`src/rtl/s_sel_pkg.sv`:
```
// Shared definitions for the S-operand select/arbiter block.
package s_sel_pkg;

    localparam logic MODE_DIRECT = 1'b0;
    localparam logic MODE_RR     = 1'b1;

    // Width of a source-index field for n sources (at least one bit).
    function automatic int idx_w(input int n);
        return (n <= 2) ? 1 : $clog2(n);
    endfunction

endpackage

```
`src/rtl/s_sel_arb_if.sv`:
```
// Source/sink handshake bundle of the S-operand select stage.
interface s_sel_arb_if
    import s_sel_pkg::*;
#(
    parameter int WIDTH = 16,
    parameter int NCH   = 4
) ();
    localparam int SELW = idx_w(NCH);

    logic                   mode;
    logic [SELW-1:0]        sel;
    logic [NCH-1:0]         in_valid;
    logic [NCH*WIDTH-1:0]   in_data;
    logic [NCH-1:0]         in_ready;
    logic                   out_valid;
    logic [WIDTH-1:0]       out_data;
    logic [SELW-1:0]        out_src;
    logic                   out_ready;

    // Environment side: sources plus downstream consumer.
    modport master (
        output mode, sel, in_valid, in_data, out_ready,
        input  in_ready, out_valid, out_data, out_src
    );

    // Select stage side.
    modport slave (
        input  mode, sel, in_valid, in_data, out_ready,
        output in_ready, out_valid, out_data, out_src
    );

endinterface

```
`src/rtl/rr_arbiter.sv`:
```
// Round-robin arbiter: searches requests from ptr upward with wrap,
// ptr moves past the winner when the caller strobes advance.
module rr_arbiter
    import s_sel_pkg::*;
#(
    parameter int NCH  = 4,
    parameter int SELW = idx_w(NCH)
) (
    input  logic            clk,
    input  logic            reset_n,
    input  logic [NCH-1:0]  req,
    input  logic            advance,
    output logic [NCH-1:0]  gnt,
    output logic [SELW-1:0] gnt_idx,
    output logic            gnt_vld
);
    logic [SELW-1:0] ptr;

    // First requester at or after ptr, wrapping at NCH (not 2**SELW).
    always_comb begin
        int j;
        gnt     = '0;
        gnt_idx = '0;
        gnt_vld = 1'b0;
        j       = 0;
        for (int k = 0; k < NCH; k++) begin
            j = int'(ptr) + k;
            if (j >= NCH) j = j - NCH;
            if (!gnt_vld && req[j]) begin
                gnt_vld = 1'b1;
                gnt_idx = SELW'(j);
                gnt[j]  = 1'b1;
            end
        end
    end

    // Pointer moves one past the granted source on each accepted transfer.
    always_ff @(posedge clk) begin
        if (!reset_n)
            ptr <= '0;
        else if (advance && gnt_vld)
            ptr <= (gnt_idx == SELW'(NCH - 1)) ? '0 : gnt_idx + 1'b1;
    end

endmodule

```
`src/rtl/s_sel_arb.sv`:
```
// S-operand select: direct mux or round-robin pick among NCH sources,
// registered into a single-entry valid/ready output stage.
module s_sel_arb
    import s_sel_pkg::*;
#(
    parameter int WIDTH = 16,
    parameter int NCH   = 4,
    localparam int SELW = idx_w(NCH)
) (
    input  logic         clk,
    input  logic         reset_n,
    s_sel_arb_if.slave   bus
);
    logic [NCH-1:0]  rr_gnt, dir_gnt, gnt;
    logic [SELW-1:0] rr_idx, dir_idx, g_idx;
    logic            rr_vld, dir_vld, g_vld;
    logic            can_load, xfer;
    logic [WIDTH-1:0] g_data;

    logic             out_valid_q;
    logic [WIDTH-1:0] out_data_q;
    logic [SELW-1:0]  out_src_q;

    rr_arbiter #(.NCH(NCH), .SELW(SELW)) u_rr (
        .clk     (clk),
        .reset_n (reset_n),
        .req     (bus.in_valid),
        .advance (xfer && (bus.mode == MODE_RR)),
        .gnt     (rr_gnt),
        .gnt_idx (rr_idx),
        .gnt_vld (rr_vld)
    );

    // Direct decode; a sel value of NCH or above simply matches nothing.
    always_comb begin
        dir_gnt = '0;
        dir_vld = 1'b0;
        dir_idx = bus.sel;
        for (int i = 0; i < NCH; i++) begin
            if (SELW'(i) == bus.sel && bus.in_valid[i]) begin
                dir_gnt[i] = 1'b1;
                dir_vld    = 1'b1;
            end
        end
    end

    // Mode picks the grant source every cycle; one-hot grant drives the data mux.
    always_comb begin
        gnt    = (bus.mode == MODE_RR) ? rr_gnt : dir_gnt;
        g_idx  = (bus.mode == MODE_RR) ? rr_idx : dir_idx;
        g_vld  = (bus.mode == MODE_RR) ? rr_vld : dir_vld;
        g_data = '0;
        for (int i = 0; i < NCH; i++)
            if (gnt[i]) g_data = bus.in_data[i*WIDTH +: WIDTH];
    end

    assign can_load     = !out_valid_q || bus.out_ready;
    assign xfer         = g_vld && can_load && reset_n;
    assign bus.in_ready = gnt & {NCH{can_load && reset_n}};

    // Output stage: load on transfer, otherwise drain when consumed.
    always_ff @(posedge clk) begin
        if (!reset_n) begin
            out_valid_q <= 1'b0;
            out_data_q  <= '0;
            out_src_q   <= '0;
        end else if (xfer) begin
            out_valid_q <= 1'b1;
            out_data_q  <= g_data;
            out_src_q   <= g_idx;
        end else if (bus.out_ready) begin
            out_valid_q <= 1'b0;
        end
    end

    assign bus.out_valid = out_valid_q;
    assign bus.out_data  = out_data_q;
    assign bus.out_src   = out_src_q;

endmodule

```
`src/flat_wrapper.sv`:
```
// flat-port wrapper written by rule: the top's interface ports become plain ports
module s_sel_arb_flat import s_sel_pkg::*;
#(
    parameter int WIDTH = 16,
    parameter int NCH   = 4,
    localparam int SELW = idx_w(NCH)
)
  (clk, reset_n, bus_mode, bus_sel, bus_in_valid, bus_in_data, bus_out_ready, bus_in_ready, bus_out_valid, bus_out_data, bus_out_src);
  s_sel_arb_if #(.WIDTH(WIDTH), .NCH(NCH)) bus_i ();
  input  logic clk;
  input  logic reset_n;
  input wire logic [$bits(bus_i.mode)-1:0] bus_mode;
  input wire logic [$bits(bus_i.sel)-1:0] bus_sel;
  input wire logic [$bits(bus_i.in_valid)-1:0] bus_in_valid;
  input wire logic [$bits(bus_i.in_data)-1:0] bus_in_data;
  input wire logic [$bits(bus_i.out_ready)-1:0] bus_out_ready;
  output wire logic [$bits(bus_i.in_ready)-1:0] bus_in_ready;
  output wire logic [$bits(bus_i.out_valid)-1:0] bus_out_valid;
  output wire logic [$bits(bus_i.out_data)-1:0] bus_out_data;
  output wire logic [$bits(bus_i.out_src)-1:0] bus_out_src;
  assign bus_i.mode = bus_mode;
  assign bus_i.sel = bus_sel;
  assign bus_i.in_valid = bus_in_valid;
  assign bus_i.in_data = bus_in_data;
  assign bus_i.out_ready = bus_out_ready;
  assign bus_in_ready = bus_i.in_ready;
  assign bus_out_valid = bus_i.out_valid;
  assign bus_out_data = bus_i.out_data;
  assign bus_out_src = bus_i.out_src;
  s_sel_arb #(.WIDTH(WIDTH), .NCH(NCH)) u_core (.clk(clk), .reset_n(reset_n), .bus(bus_i));
endmodule
```
`config.mk`:
```
export PLATFORM = sky130hd
export DESIGN_NAME = s_sel_arb_flat
export DESIGN_NICKNAME = d
export VERILOG_FILES = /design/src/rtl/s_sel_pkg.sv /design/src/rtl/s_sel_arb_if.sv /design/src/rtl/rr_arbiter.sv /design/src/rtl/s_sel_arb.sv /design/src/flat_wrapper.sv
export SDC_FILE = /design/constraint.sdc
export NUM_CORES = 1
export LEC_CHECK = 0
export CORE_ASPECT_RATIO = 2
export CORE_MARGIN = 2
export CORE_UTILIZATION = 47
export DETAILED_ROUTE_END_ITERATION = 6
export PLACE_DENSITY_LB_ADDON = 0.08
export SLEW_MARGIN = 40
export SYNTH_ARGS = -nofsm -noshare
export SYNTH_HDL_FRONTEND = slang
export SYNTH_SLANG_ARGS = --single-unit
```
`constraint.sdc`:
```
create_clock -name clk -period 8.1 [get_ports clk]
set_clock_uncertainty 0.05 [all_clocks]
set_input_delay 1.62 -clock clk [delete_from_list [all_inputs] [get_ports clk]]
set_output_delay 1.62 -clock clk [all_outputs]
set_load 0.02 [all_outputs]
```
==> impl_metrics.ini, run 1 <==
[status]
status = finished clean

[floorplanning]
start_util_pct = 48.3
dieArea_mm2 = 0.00556
rows = 36
die_w_um = 53.8
fp.coreArea_mm2 = 0.00482
ioPinCount = 97
die_h_um = 104

[setup_path]
crit_path_end_kind = output pin
timing_worst_setup_path_type = input pin to output pin
cp-start-kind = input pin
worstPathMaxFanout = 19
worst_ep_arrival_time_ns = 4.83
r2r-end = u_core.bus.out_data[11]
reg2reg_slack_ns = 3.84
required_ns = 6.43
r2r_cells = 9

[timing]
hold_viol = 0
final_max_slew_viol_count = 0
fin_crit_sh_pct = 80.2
setup_ws_ns = 1.60
final.setup.tns_ns = 0
slew_headroom_pct = 45.2
setup_violations = 0
timing.final.crit_period_ns = 6.50
worst_pin_slew_ns = 0.819
fmax_mhz = 154
rsz0062_at_grt = no

[pwr]
ir_worst_vdd_v = 0.000109
swShare_pct = 38.6
clkPwrFrac_pct = 17.9
intPower_uw = 253
powerDensity_mw_per_mm2 = 124
p_sw_uw = 159
seqPwrFrac_pct = 30.2
power.share.combinational_pct = 51.9
power_leakage_nw = 1.17

[finish]
area_growth_pct = 42.8
final_cell_mix = clkdlybuf4s50_1 (96), nor2_1 (25), nand2_1 (25)
diodes = 0
final_common_cell = clkdlybuf4s50_1
num-nets-final = 458
drive_gt1_share_pct = 8.49

[yosys]
synthDistinctLibCells = 53
synth_top_cell_by_area = dfxtp_1
yosys.area_share.xor_xnor_pct = 0.753
synthFlopType = dfxtp_1
synthAdderAreaFrac_pct = 3.23
syn-cell-area_mm2 = 0.00233
ys_seq_elements = 21
synth_compound_area_share_pct = 33.2
ys_seq_area_share_pct = 18.1
synth_area_per_cell_um2 = 7.86
synthArstFlopShare_pct = 0
synth_edf_count = 0
synth-simple-area-share_pct = 24.0
syn-instance-count = 296
syn_nets = 376
synth_top_family_by_area = compound AO/OA/AOI/OAI gates
synth_mux_area_share_pct = 12.1
synth_top_area_share_pct = 18.1
synth_area_leaders = dfxtp_1 (18%), mux2i_1 (9.0%), a31oi_1 (6.2%), a2111oi_2 (5.2%), o211ai_1 (5.2%)
ys_warn_count = 0

[routing]
vias = 2753
wl_per_cell_um = 19.3
drc = 0
vias_per_cell = 6.34
first_iter_violations = 89
ant_nets = 0
finalWirelength_mm = 8.36
first_pass_iters = 4

[grt]
grt_pass1_wl_mm = 13.2
grt_pass1_vias = 2863
antenna_found_initial = 0
grt_start_max_net_pins = 31
gr-total-overflow = 0
track_usage_pct = 31.0

[clocking]
cts_setup_buffers = 0
cts_root_buffer = clkbuf_8
clock_sinks = 21
clock_latency_ns = 0.27
ctsResizeCount = 0
clock_path_buffers = 2
path_clk_slew_ns = 0.09
cts_tree = done
htreeDepth = 1
hold_buffers = 0
cts_buffers = 3

[worst_hold_path]
hold_start = u_core.bus.out_src[1]
whs_endpoint = u_core.bus.out_src[1]
hp-class = flip-flop to flip-flop
hold_depth = 2

[placed_design]
hpwl_mm = 6.29
dp_slack_ns = 1.60
port_buffers = 96
finalWeightedCongestion = 0.897

[job]
drv_cap = 0
power groups by stage:
stage	clock [mW]	combinational (mW)	sequential, mW
after global placement	0	0.207	0.126
after CTS	0.0747	0.213	0.124
after global routing	0.0788	0.228	0.125
final	0.0738	0.213	0.124
after floorplan	0	0.115	0.136
after detailed placement	0	0.212	0.126
cells in the mapped netlist (all sizes together), types with 2 or more instances:
cell type and n:
o31ai 7, a211oi 2, nand2b 3, nor3 17, inv 13, a31oi 24, nor2 25, or3 19
nand2 25, a211o 2, a2111oi 16, mux4 3, ha 6, o21a 2, nor2b 7, a21oi 8
clkbuf 15, a311o 2, o211ai 16, mux2i 21, o22ai 2, a311oi 2, nand3b 2, buf 12
nand3 3, dfxtp 21, and2 3, o21ai 3
stage by stage:
stage               utilization, %  instance area, µm²  hold WS (ns)  total power, mW  cells
floorplan                        -                2330         0.480            0.251    296
global placement              67.6                3260         0.391            0.333    428
detailed placement            68.0                3280         0.399            0.338    430
CTS                           69.0                3320         0.409            0.412    434
global route                  69.0                3320         0.440            0.432    434
finish                        69.0                3320         0.405            0.411    434
flip-flops by register name (all words and copies together) (netlist names), named ones only:
name / count
u_core.bus.out_valid: 1
u_core.bus.out_src: 2
u_core.bus.out_data: 16
u_core.u_rr.ptr: 1
final cells by class:
cell class	instances	area [µm²]
Sequential cell	21	420
Clock inverter	1	5.00
Fill cell	420	1500
Inverter	13	48.8
Multi-Input combinational cell	235	1720
Clock buffer	3	41.3
Timing Repair Buffer	104	1020
Tap cell	57	71.3
routing by layer:
layer | vias to the layer above | global-route usage (%) | part of all wire (%)
li1 | 1300 | - | -
met2 | 135 | 54.6 | 53
met1 | 1276 | 31.3 | 35
met4 | 0 | 19.6 | 5.5
met3 | 42 | 4.47 | 6.1
met5 | - | 0 | 0
worst max-delay path: stages:
cell	delay [ns]
clkdlybuf4s50_1	0.74
or3b_2	0.49
a211oi_2	0.38
o31ai_1	0.18
a31oi_4	0.52
inv_1	0.09
a21oi_1	0.16
clkdlybuf4s50_1	0.65
how the worst max path moves through the flow:
stage	endpoint	depth (start not counted)	slack, ns	from
global placement	bus_in_ready[3]	8	1.70	bus_in_valid[2]
detailed placement	bus_in_ready[3]	8	1.60	bus_in_valid[2]
CTS	bus_in_ready[3]	8	1.60	bus_in_valid[2]
finish	bus_in_ready[3]	8	1.60	bus_in_valid[2]
floorplan	bus_in_ready[3]	7	2.91	bus_in_valid[0]
global route	bus_in_ready[3]	8	1.39	bus_in_valid[2]
logic make-up after synthesis:
family,count (synthesis)
simple gates,109
flops,21
buf+inv,40
xor+xnor,2
compound gates,94
fa+ha+maj,6
mux,24
No activity file was read; power rests on OpenSTA's default activity.
==> run 2: changes to the inputs <==
CORE_UTILIZATION = 44   (was 47)
clock period = 6 ns   (was 8.1 ns; I/O delays follow)
==> run 2 against run 1 <==
Net effect:
- die area up 6.4%
- wire length shrank 1.1%
- critical path type unchanged
- setup slack got worse by 0.94 ns
- critical path depth stayed put
- combinational power rose by 38%
- sequential cell count unchanged
- total power up 35%
- sequential share of layout area decreased by 0.14 points
- hold slack gained 0.00057 ns
- sequential power up 33%
- first-iteration DRC count increased by 15%
- clock power is 34% higher
==> impl_metrics.ini, run 2 (synthesis results as in run 1) <==
[finish]
largest_reg_flops = 16
num-nets-final = 461
final_common_cell = clkdlybuf4s50_1
area_growth_pct = 44.4
fin_cells = 438
diodes = 0
design_area_mm2 = 0.00336
nFillCells = 470
final_cell_mix = clkdlybuf4s50_1 (96), nor2_1 (25), nand2_1 (25)
drive_gt1_share_pct = 9.21

[placed_design]
dpl_cell_area_mm2 = 0.00331
place_inst = 434
finalWeightedCongestion = 0.859
dp_slack_ns = 0.687
hpwl_mm = 6.26
port_buffers = 96

[timing]
rsz0062_at_grt = no
fmax_mhz = 187
slew_headroom_pct = 61.1
setup_violations = 0
final_max_slew_viol_count = 0
hold_viol = 0
worst_pin_slew_ns = 0.584
setup_ws_ns = 0.656
timing.final.crit_period_ns = 5.34
final.setup.tns_ns = 0
fin_crit_sh_pct = 89.1

[grt]
antenna_found_initial = 0
grt_start_max_net_pins = 21
track_usage_pct = 28.7
grt_pass1_wl_mm = 13.7
grt_pass1_vias = 2898
gr-total-overflow = 0

[clocking]
hold_buffers = 0
htreeDepth = 1
clock_latency_ns = 0.27
cts_setup_buffers = 0
cts_root_buffer = clkbuf_8
clock_path_buffers = 2
ctsResizeCount = 0
cts_buffers = 3
clock_sinks = 21
path_clk_slew_ns = 0.08
cts_tree = done

[setup_path]
crit_path_frequent_cell = clkdlybuf4s50_1
critPathTopFamily = buffers and inverters
worstPathMaxFanout = 16
path_cells = clkdlybuf4s50_1 > or3b_2 > a211oi_2 > o31ai_1 > a31oi_4 > inv_1 > a21oi_1 > clkdlybuf4s50_1
timing_worst_setup_path_type = input pin to output pin
crit_cells = 8
cpMaxStageDelayCell = clkdlybuf4s50_1
reg2reg_slack_ns = 2.29
worst_ep_arrival_time_ns = 4.09
cp-start-kind = input pin
r2r_cells = 11
crit_path_end_kind = output pin
required_ns = 4.75
crit_path_max_incr_delay_ns = 0.75
crit_start = bus_in_valid[2]
r2r-end = u_core.bus.out_data[11]
crit_buf_inv = 3

[routing]
ant_nets = 0
finalWirelength_mm = 8.28
drc = 0
vias = 2711
first_pass_iters = 4
first_iter_violations = 102
wl_per_cell_um = 18.9
vias_per_cell = 6.19

[floorplanning]
die_w_um = 55.4
die_h_um = 107
fp.coreArea_mm2 = 0.00514
start_util_pct = 45.3
ioPinCount = 97
dieArea_mm2 = 0.00592
rows = 37

[pwr]
power_leakage_nw = 1.18
powerDensity_mw_per_mm2 = 166
ir_worst_vdd_v = 0.000101

[status]
status = finished clean

[worst_hold_path]
hp-class = flip-flop to flip-flop
hold_start = u_core.bus.out_src[1]
hold_depth = 2
whs_endpoint = u_core.bus.out_src[1]

[job]
drv_cap = 0
==> run 2: cell types whose count changed in the layout (fill, tap and decap cells not counted), sizes merged <==
cell,delta
buf,+3
clkinv,-1
clkbuf,+1
==> run 2: routing by layer <==
metal | up-vias | track usage, % | part of all wire [%]
met2 | 119 | 52.6 | 53
met1 | 1269 | 30.7 | 37
met3 | 25 | 3.26 | 5.4
met4 | 0 | 16.9 | 4.3
li1 | 1298 | - | -
met5 | - | 0 | 0
==> run 2: per-stage QoR <==
step / utilization [%] / hold slack (ns) / power (mW)
after floorplan: - / 0.480 / 0.339
after global placement: 64.3 / 0.394 / 0.453
after detailed placement: 64.4 / 0.399 / 0.458
after CTS: 65.3 / 0.409 / 0.559
after global routing: 65.4 / 0.438 / 0.588
final: 65.4 / 0.406 / 0.557
==> run 2: worst max-delay path by stage <==
stage / end / slack (ns)
2_1_floorplan: bus_in_ready[3] / 1.65
3_3_place_gp: bus_in_ready[3] / 0.74
3_5_place_dp: bus_in_ready[3] / 0.69
4_1_cts: bus_in_ready[3] / 0.67
5_1_grt: bus_in_ready[3] / 0.55
6_report: bus_in_ready[3] / 0.66
==> run 2: report_power, final <==
part           total (mW)  leakage (nW)  internal (mW)  switching (mW)
clock network      0.0990        0.0228         0.0476          0.0515
registers           0.165         0.173          0.155          0.0100
logic               0.293         0.985          0.141           0.151
total               0.557          1.18          0.344           0.213
==> run 2: worst reg2reg max path, cell delays in order, from the launching register on <==
cell and delay (ns):
dfxtp_1 0.31, buf_4 0.22, inv_1 0.16, ha_1 0.52, or3b_2 0.56, a211oi_2 0.39
o31ai_1 0.18, a31oi_4 0.16, buf_4 0.28, nor4b_4 0.08, buf_4 0.23, a2111oi_0 0.44
==> run 2: area by class of cell <==
class	instances	area, µm²	area share [%]
flip-flops and latches	21	420	12.5
multi-input cells	235	1730	51.5
inverters	13	48.8	1.45
clock buffers	4	45.0	1.34
well taps	58	72.6	2.16
repair buffers	107	1040	31.0
